$ cat config.mk
export PLATFORM = sky130hd
export DESIGN_NAME = voice_mixer_flat
export DESIGN_NICKNAME = d
export VERILOG_FILES = /design/src/rtl/voice_mixer_if.sv /design/src/rtl/voice_mixer.sv /design/src/flat_wrapper.sv
export SDC_FILE = /design/constraint.sdc
export NUM_CORES = 1
export LEC_CHECK = 0
export CORE_ASPECT_RATIO = 1.25
export CORE_MARGIN = 4
export CORE_UTILIZATION = 35
export DETAILED_ROUTE_END_ITERATION = 10
export DONT_BUFFER_PORTS = 1
export PLACE_DENSITY = 0.48
export RECOVER_POWER = 100
export SLEW_MARGIN = 20
export SYNTH_ARGS = -nofsm -noshare
export SYNTH_HDL_FRONTEND = slang
export SYNTH_SLANG_ARGS = --single-unit
$ cat constraint.sdc
create_clock -name clk -period 8.55 [get_ports clk]
set_input_delay 0.855 -clock clk [delete_from_list [all_inputs] [get_ports clk]]
set_output_delay 0.855 -clock clk [all_outputs]
set_load 0.05 [all_outputs]
$ cat src/rtl/voice_mixer_if.sv
// Voice-side and output-FIFO-side signals of voice_mixer, grouped as one bus.
// master = the mixer, slave = the voices and the output FIFO.
interface voice_mixer_if #(
  parameter int NUM_VOICES = 4
);
  // Four-phase handshake per voice: the voice raises voice_ready with voice_data
  // stable, the mixer answers with voice_received, the voice drops voice_ready,
  // then the mixer drops voice_received. The mixer writes the FIFO with a
  // one-cycle out_valid strobe, and only when out_full is low.
  logic [NUM_VOICES-1:0]    voice_ready;
  logic [18*NUM_VOICES-1:0] voice_data;
  logic [NUM_VOICES-1:0]    voice_received;
  logic                     out_full;
  logic                     out_valid;
  logic [17:0]              out_sample;

  modport master (
    input  voice_ready, voice_data, out_full,
    output voice_received, out_valid, out_sample
  );

  modport slave (
    output voice_ready, voice_data, out_full,
    input  voice_received, out_valid, out_sample
  );
endinterface

$ cat src/rtl/voice_mixer.sv
// Collects one sample per enabled voice on each sample_tick, sums, shifts and pushes to the codec FIFO.
// Define VOICE_MIXER_SATURATE_EN to clamp the scaled sum to 18 bits instead of wrapping.
module voice_mixer #(
  parameter int NUM_VOICES = 4,
  parameter int SHIFT      = 2,
  parameter int TIMEOUT    = 255
) (
  input  logic                  clk,
  input  logic                  reset,
  input  logic                  sample_tick,
  input  logic [NUM_VOICES-1:0] voice_en,
  voice_mixer_if.master         bus,
  output logic [7:0]            overflow_cnt,
  output logic [7:0]            miss_cnt,
  output logic                  busy,
  output logic [2:0]            dbg_state
);
  localparam int AW = 18 + $clog2(NUM_VOICES) + 1;
  localparam int IW = (NUM_VOICES > 1) ? $clog2(NUM_VOICES) : 1;
  localparam int WW = $clog2(TIMEOUT + 1);
  localparam logic signed [AW-1:0] SAT_HI = AW'(131071);
  localparam logic signed [AW-1:0] SAT_LO = AW'(-131072);

  typedef enum logic [2:0] {S_IDLE, S_REQ, S_ACK, S_SUM, S_PUSH} state_t;

  state_t                state_q, state_d;
  logic [IW-1:0]         idx_q, idx_d;
  logic [WW-1:0]         wait_q, wait_d;
  logic signed [AW-1:0]  acc_q, acc_d;
  logic [NUM_VOICES-1:0] rcv_q, rcv_d;
  logic                  out_valid_q, out_valid_d;
  logic [17:0]           out_sample_q, out_sample_d;
  logic [17:0]           red_q, red_d;
  logic [7:0]            ovf_q, ovf_d;
  logic [7:0]            miss_q, miss_d;

  logic [17:0]           cur_data;
  logic                  cur_en, cur_ready, last_voice, wait_done;
  logic                  advance, hs_miss, tick_miss;
  logic signed [AW-1:0]  cur_ext, scaled;
  logic [17:0]           reduced;
  logic [8:0]            miss_sum;

  always_comb begin
    cur_data   = bus.voice_data[int'(idx_q)*18 +: 18];
    cur_en     = voice_en[idx_q];
    cur_ready  = bus.voice_ready[idx_q];
    cur_ext    = {{(AW-18){cur_data[17]}}, cur_data};
    last_voice = (idx_q == IW'(NUM_VOICES - 1));
    wait_done  = (wait_q == WW'(TIMEOUT));
    scaled     = acc_q >>> SHIFT;
`ifdef VOICE_MIXER_SATURATE_EN
    if (scaled > SAT_HI)      reduced = SAT_HI[17:0];
    else if (scaled < SAT_LO) reduced = SAT_LO[17:0];
    else                      reduced = scaled[17:0];
`else
    reduced = scaled[17:0];
`endif

    state_d      = state_q;
    idx_d        = idx_q;
    wait_d       = wait_q;
    acc_d        = acc_q;
    rcv_d        = rcv_q;
    out_valid_d  = 1'b0;
    out_sample_d = out_sample_q;
    red_d        = red_q;
    ovf_d        = ovf_q;
    advance      = 1'b0;
    hs_miss      = 1'b0;

    case (state_q)
      S_IDLE: if (sample_tick) begin
        acc_d   = '0;
        idx_d   = '0;
        wait_d  = '0;
        state_d = S_REQ;
      end
      S_REQ: begin
        if (!cur_en) begin
          advance = 1'b1;
        end else if (cur_ready) begin
          acc_d        = acc_q + cur_ext;
          rcv_d[idx_q] = 1'b1;
          wait_d       = '0;
          state_d      = S_ACK;
        end else if (wait_done) begin
          hs_miss = 1'b1;
          advance = 1'b1;
        end else begin
          wait_d = wait_q + 1'b1;
        end
      end
      S_ACK: begin
        // A timeout here still keeps the sample captured in REQ.
        if (!cur_ready || wait_done) begin
          rcv_d   = '0;
          hs_miss = cur_ready;
          advance = 1'b1;
        end else begin
          wait_d = wait_q + 1'b1;
        end
      end
      S_SUM: begin
        red_d   = reduced;
        state_d = S_PUSH;
      end
      S_PUSH: begin
        if (!bus.out_full) begin
          out_valid_d  = 1'b1;
          out_sample_d = red_q;
        end else if (ovf_q != 8'hFF) begin
          ovf_d = ovf_q + 8'd1;
        end
        state_d = S_IDLE;
      end
      default: state_d = S_IDLE;
    endcase

    if (advance) begin
      wait_d = '0;
      if (last_voice) begin
        state_d = S_SUM;
      end else begin
        idx_d   = idx_q + 1'b1;
        state_d = S_REQ;
      end
    end

    // A busy tick and a handshake timeout can land in the same cycle; both count.
    tick_miss = sample_tick && (state_q != S_IDLE);
    miss_sum  = {1'b0, miss_q} + {8'd0, tick_miss} + {8'd0, hs_miss};
    miss_d    = miss_sum[8] ? 8'hFF : miss_sum[7:0];
  end

  always_ff @(posedge clk) begin
    if (reset) begin
      state_q      <= S_IDLE;
      idx_q        <= '0;
      wait_q       <= '0;
      acc_q        <= '0;
      rcv_q        <= '0;
      out_valid_q  <= 1'b0;
      out_sample_q <= '0;
      red_q        <= '0;
      ovf_q        <= '0;
      miss_q       <= '0;
    end else begin
      state_q      <= state_d;
      idx_q        <= idx_d;
      wait_q       <= wait_d;
      acc_q        <= acc_d;
      rcv_q        <= rcv_d;
      out_valid_q  <= out_valid_d;
      out_sample_q <= out_sample_d;
      red_q        <= red_d;
      ovf_q        <= ovf_d;
      miss_q       <= miss_d;
    end
  end

  assign bus.voice_received = rcv_q;
  assign bus.out_valid      = out_valid_q;
  assign bus.out_sample     = out_sample_q;
  assign overflow_cnt       = ovf_q;
  assign miss_cnt           = miss_q;
  assign busy               = (state_q != S_IDLE);
  assign dbg_state          = state_q;
endmodule

$ cat src/flat_wrapper.sv
// flat-port wrapper written by rule: the top's interface ports become plain ports
module voice_mixer_flat 
#(
  parameter int NUM_VOICES = 4,
  parameter int SHIFT      = 2,
  parameter int TIMEOUT    = 255
)
  (clk, reset, sample_tick, voice_en, overflow_cnt, miss_cnt, busy, dbg_state, bus_voice_ready, bus_voice_data, bus_out_full, bus_voice_received, bus_out_valid, bus_out_sample);
  voice_mixer_if #(.NUM_VOICES(NUM_VOICES)) bus_i ();
  input  logic clk;
  input  logic reset;
  input  logic sample_tick;
  input  logic [NUM_VOICES-1:0] voice_en;
  output logic [7:0] overflow_cnt;
  output logic [7:0] miss_cnt;
  output logic busy;
  output logic [2:0] dbg_state;
  input wire logic [$bits(bus_i.voice_ready)-1:0] bus_voice_ready;
  input wire logic [$bits(bus_i.voice_data)-1:0] bus_voice_data;
  input wire logic [$bits(bus_i.out_full)-1:0] bus_out_full;
  output wire logic [$bits(bus_i.voice_received)-1:0] bus_voice_received;
  output wire logic [$bits(bus_i.out_valid)-1:0] bus_out_valid;
  output wire logic [$bits(bus_i.out_sample)-1:0] bus_out_sample;
  assign bus_i.voice_ready = bus_voice_ready;
  assign bus_i.voice_data = bus_voice_data;
  assign bus_i.out_full = bus_out_full;
  assign bus_voice_received = bus_i.voice_received;
  assign bus_out_valid = bus_i.out_valid;
  assign bus_out_sample = bus_i.out_sample;
  voice_mixer #(.NUM_VOICES(NUM_VOICES), .SHIFT(SHIFT), .TIMEOUT(TIMEOUT)) u_core (.clk(clk), .reset(reset), .sample_tick(sample_tick), .voice_en(voice_en), .bus(bus_i), .overflow_cnt(overflow_cnt), .miss_cnt(miss_cnt), .busy(busy), .dbg_state(dbg_state));
endmodule
* Word level (Yosys, flattened, before mapping) *
Index checks and enable logic that the tools add are counted.
W data, S select, Z words.

operators by class
  reduce and logical (&&, ||, !) cells = 17
  add/subtract/negate cells = 6
  shift-type cells = 1
  order comparisons = 2
  bitwise operators = 3
  equality and inequality tests = 17
  multipliers = 1
  mux-type cells = 40

operators with widths
  cell                   count
  $shiftx A72 B8 Y18     1
  $mux W21               3
  $mux W8                6
  $pmux W21 S2           1
  $pmux W8 S3            1
  $add A21 B18 Y21       1
  $add A8 B1 Y8 const B  2
  $mux W3                4
  $mux W4                3
  $pmux W3 S4            1
  $reduce_and A4 Y1      3
  $mux W1                10
  $mux W2                5
  $add A8 B1 Y9          1
  $add A9 B1 Y9          1
  $eq A8 B8 Y1 const B   1
  $ne A2 B1 Y1 const B   4
  $ne A8 B8 Y1 const B   1
  $pmux W4 S2            1
  $eq A3 B2 Y1 const B   2
  $mul A2 B4 Y6 const B  1
  $ne A3 B1 Y1 const B   2
  $ne A3 B2 Y1 const B   2
  $reduce_bool A3 Y1     2
  21 further kinds       28

storage, ports and cells
  register bits after elaboration = 91
  bits of input ports = 84
  logic and storage cells = 97
  output and inout port bits = 43

* Depth between registers and ports, before layout *
  word-level depth = 8
  mapped depth = 13
  gate-level depth less buffers = 12

* Least setup slack after synthesis *
OpenSTA, ideal clock, no wires.

  kind = register -> register
  start = reg u_core.idx_q[0]
  end = reg u_core.acc_q[16]
  library setup time = 0.117 ns
  required time = 8.433 ns
  data arrival time = 3.210 ns
  setup slack = 5.222 ns
  stages on the path, launching flop included = 12
  clock period less this slack = 3.328 ns
  buffers on the path = 2
  cell sequence = dfxtp_1 buf_2 buf_2 mux4_2 ha_1 and3_1 a31oi_1 o21ai_0 o211ai_1 a21oi_1 or3_1 a32o_1

between the ends
  word-level cells in the longest chain between the ends = 6
  elaborated cells on any way between the ends = 13
  classes of those cells = 1 x add/sub; 1 x mul; 2 x eq/ne; 1 x shift; 7 x mux; 1 x reduce/logical

RTL lines
  element                   line                RTL
  start: declaration        voice_mixer.sv:27   logic [IW-1:0] idx_q, idx_d;
  start signal: assignment  voice_mixer.sv:150  idx_q <= idx_d;
  $mul A2 B4 Y6             voice_mixer.sv:45   cur_data = bus.voice_data[int'(idx_q)*18 +: 18];
  $shiftx A72 B8 Y18        voice_mixer.sv:45
  $add A21 B18 Y21          voice_mixer.sv:83   acc_d = acc_q + cur_ext;
  $mux W21                  voice_mixer.sv:82   end else if (cur_ready) begin
  $mux W21                  voice_mixer.sv:80   if (!cur_en) begin
  $pmux W21 S2              voice_mixer.sv:72   case (state_q)
  end signal: assignment    voice_mixer.sv:141  acc_q <= '0;
  end signal: assignment    voice_mixer.sv:152  acc_q <= acc_d;
  end: declaration          voice_mixer.sv:29   logic signed [AW-1:0] acc_q, acc_d;

Parallel ways exist; a longest one is shown, timed or not. The select of a mux whose other input is x is not followed.
A chain may end at the register's enable or synchronous reset.

* Worst setup path in the final report *
  start = reg u_core.idx_q[1]
  end = reg u_core.acc_q[12]

Same word-level chain as after synthesis.

==> results.py <==
metrics = {
    "placement": {
        "dp_hpwl_mm": 9.65,
        "numPortBuffers": 0,
        "dp.cells": 715,
        "gp_congestion": 0.805,
        "place_area_um2": 5030,
    },
    "sta": {
        "rsz0062_at_grt": "false",
        "finClkSkew_ns": 0.00869,
        "whs_ns": 0.450,
        "setup_viol": 0,
        "finalCritPeriodShare_pct": 42.8,
        "slew_violations": 0,
        "hold_viol_final": 0,
        "fin_tns_setup_ns": 0,
        "fmax_mhz": 273,
        "relSlewSlack_pct": 32.3,
        "min_period_ns": 3.66,
        "tightest_slew_ns": 1.02,
    },
    "global_route": {
        "grt_max_degree": 73,
        "grt_first_pass_wirelength_mm": 20.6,
        "grt_use_total_pct": 15.9,
        "antenna_found_initial": 0,
        "overflow": 0,
        "grt_pass1_vias": 4129,
    },
    "worst_setup_path": {
        "path_cells": "mux4_2, ha_1, inv_1, fa_1, nor2b_1, o21a_1, o21a_1, o2111a_1, o21ai_0, a21boi_0, or3_1, a32o_1",
        "crit_path_start": "u_core.idx_q[1]",
        "worst-path-buf-inv": 1,
        "crit_end": "u_core.acc_q[12]",
        "cp_common_cell": "o21a_1",
        "slowest_stage": "dfxtp_1",
        "critPathCaptureType": "flop",
        "critical_path.top_delay_family": "compound AO/OA/AOI/OAI gates",
        "reg2reg_from": "u_core.idx_q[1]",
        "reg2reg_depth": 12,
        "crit_type": "flop to flop",
        "worstPathMaxFanout": 24,
        "crit_cells": 12,
        "cp-start-kind": "flop",
        "crit_required_ns": 8.79,
        "cpPeakStageDelay_ns": 0.94,
        "reg2reg_slack_ns": 4.89,
        "worstReg2RegEnd": "u_core.acc_q[12]",
        "crit_arrival_ns": 3.91,
    },
    "detailed_routing": {
        "drt-initial-drc-count": 184,
        "vias_per_cell": 5.51,
        "first_pass_iters": 5,
        "routed_wl_mm": 12.4,
        "wl_per_cell_um": 17.0,
        "vias": 4027,
        "postRouteAntennaNets": 0,
        "drcViolationCount": 0,
    },
    "job": {
        "cap_violations": 0,
    },
    "synth": {
        "yosys_most_used_dff": "dfxtp_1",
        "synth_area_leaders": "dfxtp_1 37%, mux4_2 9.2%, nand2_1 7.8%, a21oi_1 7.4%, ha_1 6.7%",
        "ys_async_sr_fraction_pct": 0,
        "synth_enable_flop_cells": 0,
        "synth_cell_types": 51,
        "ys_ff_latch": 90,
        "syn_inst": 560,
        "ys_seq_area_share_pct": 36.9,
        "synth_area_um2": 4890,
        "synth_area_leader_cell": "dfxtp_1",
        "syn_nets": 672,
        "ys_warn_count": 0,
        "syn_avg_cell_area_um2": 8.73,
        "synthDominantCellAreaShare_pct": 36.9,
    },
    "clock_network": {
        "hold_buffers": 0,
        "ctsResizeCount": 0,
        "cts_sinks": 90,
        "clock-root-buffer": "clkbuf_16",
        "clockBufferDepth": 2,
        "htreeDepth": 3,
        "path_clk_slew_ns": 0.08,
        "post_cts_buffers": 0,
        "insertion_delay_ns": 0.35,
        "cts_tree": "built",
        "cts_made_buffers": 9,
    },
    "floorplan": {
        "die_area_um2": 15900,
        "row_count": 48,
        "core-area_um2": 13800,
        "die_width_um": 114,
        "fp.dieH_um": 140,
        "initial_core_util_pct": 35.5,
        "num_io_pins": 127,
    },
    "layout": {
        "area_growth_syn_to_layout_pct": 8.52,
        "fin_area_um2": 5310,
        "drive_gt1_share_pct": 8.09,
        "antenna_cells": 0,
        "final_cells": 731,
        "num-nets-final": 663,
    },
    "pwr": {
        "p_leak_nw": 1.89,
        "p_per_area_nw_per_um2": 198,
        "finalPower_mw": 1.05,
        "ir_worst_vdd_uv": 87.6,
    },
    "outcome": {
        "status": "finished, final reports clean",
    },
    "worst_hold_path": {
        "hp-class": "flop to flop",
    },
}
stage by stage:
step,setup slack [ns],utilization [%]
after floorplan,5.22,-
after global placement,5.00,36.6
after detailed placement,4.95,36.6
after CTS,4.95,38.7
after global routing,4.56,38.6
final,4.89,38.6
routing by layer:
layer | global-route usage (%) | wire length, µm | up-vias
li1 | - | - | 2007
met1 | 19.3 | 5360 | 1908
met2 | 27.3 | 6100 | 101
met3 | 4.36 | 755 | 11
met4 | 4.87 | 202 | 0
met5 | 0 | 0 | -
report_power, final:
part           total [mW]  internal (mW)  switching [mW]  leakage [nW]
Sequential          0.459          0.431          0.0281         0.726
Clock               0.392          0.206           0.186         0.145
Combinational       0.198         0.0836           0.114          1.02
flip-flops by register name (all words and copies together) (netlist names):
name / flops
u_core.miss_cnt: 8
u_core.acc_q: 20
u_core.overflow_cnt: 8
u_core.red_q: 18
u_core.idx_q: 2
u_core.bus.out_valid: 1
u_core.bus.voice_received: 4
u_core.wait_q: 8
u_core.bus.out_sample: 18
u_core.dbg_state: 3
kinds of logic after synthesis:
logic type / count (synthesis) / share of synthesized area [%]
buffers and inverters: 45 / 3.76
AO/OA/AOI/OAI: 136 / 17.2
flip-flops: 90 / 36.9
multiplexers: 25 / 10.3
XOR/XNOR: 24 / 4.30
AND/OR/NAND/NOR: 212 / 20.1
adder cells (fa/ha/maj): 28 / 7.47
worst min-delay path by stage:
stage	cells past startpoint	endpoint	slack, ns	from
after floorplan	2	u_core.bus.out_sample[0]	0.43	u_core.red_q[0]
after global placement	2	u_core.bus.out_sample[14]	0.44	u_core.red_q[14]
after detailed placement	2	u_core.bus.out_sample[14]	0.44	u_core.red_q[14]
after CTS	2	u_core.bus.out_sample[14]	0.45	u_core.red_q[14]
after global routing	2	u_core.bus.out_sample[0]	0.47	u_core.red_q[0]
final	2	u_core.bus.out_sample[14]	0.45	u_core.red_q[14]
cell usage after synthesis, types with 2 or more instances:
master and instances:
clkbuf_1 16, buf_2 6, mux4_2 20, nand3_1 14
o21a_1 4, nand2_1 102, nand4_1 10, o21ai_0 14
a22oi_1 3, and4_1 3, fa_1 2, a21o_1 5
xor2_1 9, o211ai_1 3, a31oi_1 5, a21oi_1 72
o2111a_1 2, nor2b_1 8, a22o_1 9, and3_1 7
ha_1 26, a32o_1 3, xnor2_1 15, nand3b_1 3
mux2i_1 4, inv_1 21, o21bai_1 2, or2_2 2
or3_1 10, o31ai_1 2, dfxtp_1 90, a211oi_1 5
nor3_1 6, nor2_1 40
placed cells by master, fill, tap and decap left out, drive strengths merged, types with 14 or more instances in the layout:
master and instances:
dfxtp 90, mux4 20, a21oi 72, nor2 40
o21ai 15, inv 26, nand2 103, xnor2 15
ha 26, nand3 14
worst min-delay path, delay by kind of cell, from the launching register on:
family | cells | cell delay, ns
flip-flops | 1 | 0.31
AND/OR/NAND/NOR | 1 | 0.05
AO/OA/AOI/OAI | 1 | 0.05
final cells by class:
type	count	area, µm²
clock buffers	9	225
repair buffers	4	26.3
clock inverters	7	66.3
inverters	21	78.8
multi-input cells	425	2890
flip-flops and latches	90	1800
well taps	175	219
fillers	1417	8450
Note: power is estimated with default switching activity, not from simulation.
